--- config.mk ---
export PLATFORM = sky130hd
export DESIGN_NAME = serial_subtractor
export DESIGN_NICKNAME = d
export VERILOG_FILES = /design/src/rtl/serial_subtractor.sv
export SDC_FILE = /design/constraint.sdc
export NUM_CORES = 1
export LEC_CHECK = 0
export CORE_UTILIZATION = 45
export DETAILED_ROUTE_END_ITERATION = 10
export GPL_TIMING_DRIVEN = 0
export PLACE_DENSITY = 0.81
export SYNTH_ARGS = -nofsm -noshare
export SYNTH_HDL_FRONTEND = slang
export SYNTH_SLANG_ARGS = --single-unit
--- constraint.sdc ---
create_clock -name clk -period 1.6 [get_ports clk]
set_input_delay 0.32 -clock clk [delete_from_list [all_inputs] [get_ports clk]]
set_output_delay 0.32 -clock clk [all_outputs]
set_load 0.03 [all_outputs]
--- src/rtl/serial_subtractor.sv ---
// Bit-serial W-bit subtractor: {Bout, DIFF} = A - B - Bin, LSB first, one full-subtractor
// step per clock, with a start/busy/done handshake and results held until the next completion.
//
// state | meaning
// IDLE  | waiting for start; last result held on outputs
// RUN   | one bit-step per clock, W steps total
// DONE  | single-cycle completion; start here re-enters RUN back-to-back
module serial_subtractor #(
    parameter int W = 8
) (
    input  logic         clk,
    input  logic         rst,
    input  logic         start,
    input  logic [W-1:0] A,
    input  logic [W-1:0] B,
    input  logic         Bin,
    output logic         busy,
    output logic         done,
    output logic [W-1:0] DIFF,
    output logic         Bout,
    output logic         ovf
);

    localparam int CW = $clog2(W + 1);

    typedef enum logic [1:0] {
        IDLE = 2'd0,
        RUN  = 2'd1,
        DONE = 2'd2
    } state_t;

    state_t         state, state_nxt;
    logic [W-1:0]   a_sh, b_sh, res;
    logic [CW-1:0]  cnt;
    logic           br;
    logic           accept, last;
    logic           a_i, b_i, d_i, br_nxt;

    assign accept = start && ((state == IDLE) || (state == DONE));
    assign last   = (state == RUN) && (cnt == CW'(W - 1));

    assign a_i    = a_sh[0];
    assign b_i    = b_sh[0];
    assign d_i    = a_i ^ b_i ^ br;
    assign br_nxt = (~a_i & b_i) | (~(a_i ^ b_i) & br);

    assign busy = (state == RUN);
    assign done = (state == DONE);

    always_ff @(posedge clk) begin
        if (rst) state <= IDLE;
        else     state <= state_nxt;
    end

    always_comb begin
        state_nxt = state;
        case (state)
            IDLE:    if (start) state_nxt = RUN;
            RUN:     if (last)  state_nxt = DONE;
            DONE:    state_nxt = start ? RUN : IDLE;
            default: state_nxt = IDLE;
        endcase
    end

    always_ff @(posedge clk) begin
        if (rst) begin
            a_sh <= '0;
            b_sh <= '0;
            res  <= '0;
            cnt  <= '0;
            br   <= 1'b0;
            DIFF <= '0;
            Bout <= 1'b0;
            ovf  <= 1'b0;
        end else if (accept) begin
            a_sh <= A;
            b_sh <= B;
            br   <= Bin;
            cnt  <= '0;
        end else if (state == RUN) begin
            a_sh <= a_sh >> 1;
            b_sh <= b_sh >> 1;
            res  <= {d_i, res[W-1:1]};
            br   <= br_nxt;
            cnt  <= cnt + CW'(1);
            // On the MSB step br is still the borrow into the MSB, so ovf is formed here.
            if (last) begin
                DIFF <= {d_i, res[W-1:1]};
                Bout <= br_nxt;
                ovf  <= br ^ br_nxt;
            end
        end
    end

endmodule
==> results.txt <==
Number of enable flip-flop cells after synthesis - 0
Starting Density - 0.476
P&R area growth vs syn - 25.1%
Final WS setup - 0.0829 ns
Reg clk slew, reported paths - 0.11 ns
Mapped Cells - 190
Post-DP Area - 1970 sq um
Warnings from Yosys - 0
Share of layout cells above drive strength 1 - 0.0973
Fraction of registers with async set/reset - 0
Worst vdd ir - 494 uV
Post-route antenna net violation count - 0
First-pass GRT wire length - 6.17 mm
R2R Setup Slk - 0.21 ns
Place WS - -0.441 ns
Final Non-Filler Cells - 272
CP startpoint kind - flip-flop
Rel. slew slack - 0.678
Largest area contributor in the netlist - dfxtp_1
Critical Path RT - 1.28 ns
GRT overflow - 0
Reg-to-reg startpoint - cnt[0]
Reg2reg end - DIFF[5]
Slew @ Worst Pin - 0.483 ns
Most instantiated cells after synthesis - dfxtp_1, nand2_1, a21oi_1
Initial antenna violation count - 0
Status - complete, no violations
Mapped Avg Cell Area - 8.49 sq um
Worst setup skew after layout - 0.00604 ns
Placed cells - 266
Vias - 1477
Top cells by area, synth - dfxtp_1, a21oi_1, nand2_1
Max Fanout on Critical Path - 19
Vias in the first global route - 1421
GRT Overall Usage - 0.227
Kind of critical path - flip-flop to output pin
Vias per cell - 5.43
Bufs on Longest Clock Path - 2
Largest net degree at the start of global routing - 20
Hold worst-path end - cnt[3]
Max Fclk - 659 MHz
Cell area power density - 891 nW/um^2
DR iter-0 viols - 60
Hold Path Stages - 2
Initial DRT Pass Iterations - 4
Pins Over Slew Limit - 0
Routed len/inst - 13.5 um
Area share of the largest cell type after synthesis - 0.497
RD Place Congestion - 0.814
Hold_sp - rst
Fin crit share - 0.948
Final Hold Viols - 0
Leakage Power - 0.759 nW
Nets - 250
Top_reg_cell synth - dfxtp_1
Final instance area - 2020 sq um
Power Total - 0.00180 W
Count leader, synth - dfxtp_1
Post-Route WL - 3.66 mm
Fin Setup TNS - 0 ns
Sinks on Clock Net - 40
Tightest Hold Check Type - input pin to flip-flop
Cells on worst reg2reg path - 5
# IOs - 32
FP Rows - 21
H-Tree Depth - 2
Die Wd - 61.9 um
Unrepaired setup endpoints after global routing - no
Final min period - 1.52 ns
Core area - 3390 sq um
Mapped Area - 1610 sq um
Total CTS buffers - 5
Number of max-cap violations - 0
Syn nets - 212
Hpwl dp - 2.58 mm
CTS tree - yes
Setup violators final - 0
Synth Register Bits - 40
Yosys cell types - 29
ANT cells - 0
Die area - 3830 sq um
Clock latency on the worst-skew pair - 0.34 ns
Critical Path AT - 1.20 ns
Seq/Total Area, Yosys - 0.497
Die H - 61.9 um
DRC - 0
Number of port buffers - 30
CTS root buf - clkbuf_4
Setup crit end kind - output pin
Hold Buf Count CTS - 0
## power by group
part,switching (W),internal (W)
Clock,0.000299,0.000147
Combinational,0.000154,0.000131
Sequential,0.0000273,0.00104
## critical path: stages, from the launching register on
cell and delay, ns:
dfxtp_2 0.34, nand2b_1 0.11, buf_6 0.15, clkinv_8 0.10, buf_6 0.15
## flip-flops by register name (all words and copies together), names as in the netlist
name,count
ovf,1
b_sh,8
res,7
state,2
cnt,4
br,1
a_sh,8
DIFF,8
Bout,1
## layout make-up
cell class / instances / area [sq um]
Buffer: 16 / 82.6
Clock buffer: 5 / 37.5
Fill cell: 319 / 1370
Inverter: 4 / 27.5
Multi-Input combinational cell: 129 / 711
Sequential cell: 40 / 803
Tap cell: 46 / 57.6
Timing Repair Buffer: 32 / 299
## metal layers
layer / GRT usage / wire, um
met1: 0.271 / 1660
met2: 0.364 / 1770
met3: 0.0497 / 149
met4: 0.159 / 92
met5: 0 / 0
## layout by cell type, fill, tap and decap left out, drive strengths merged, types with 5 or more instances in the layout
master and count:
a21oi 21, a31oi 7, buf 11, clkbuf 14, clkdlybuf4s50 18, dfxtp 40
dlygate4sd2 10, nand2 28, nand3 13, nor3 16, o21ai 17, o22ai 5
## cells by family after synthesis
logic type      count (synthesis)  share of synthesized area
flops                          40                      0.497
simple gates                   66                      0.193
fa+ha+maj                       2                     0.0202
xor+xnor                        3                     0.0163
compound gates                 55                      0.192
buf+inv                        21                     0.0628
mux                             3                     0.0186
## per-stage QoR
step            util  hold WS [ns]
3_3_place_gp   0.581         0.447
3_5_place_dp   0.581         0.458
4_1_cts        0.589         0.357
6_report       0.595         0.346
2_1_floorplan      -         0.437
5_1_grt        0.595         0.381
## what timing repair did
action	in CTS	in global routing
setup buffers	0	2
endpoints found under the setup margin	12	10
cloned	0	0
gates resized for setup	21	7
## how the worst max path moves through the flow
stage          cells past startpoint  endpoint      from  slack, ns
6_report                           4      busy  state[1]       0.08
5_1_grt                            4      busy  state[1]       0.01
3_3_place_gp                       5      busy  state[0]      -0.44
4_1_cts                            2      done  state[0]      0.005
3_5_place_dp                       5      busy  state[0]      -0.44
2_1_floorplan                      4      busy  state[1]       0.33
(Power assumes the default switching activity.)
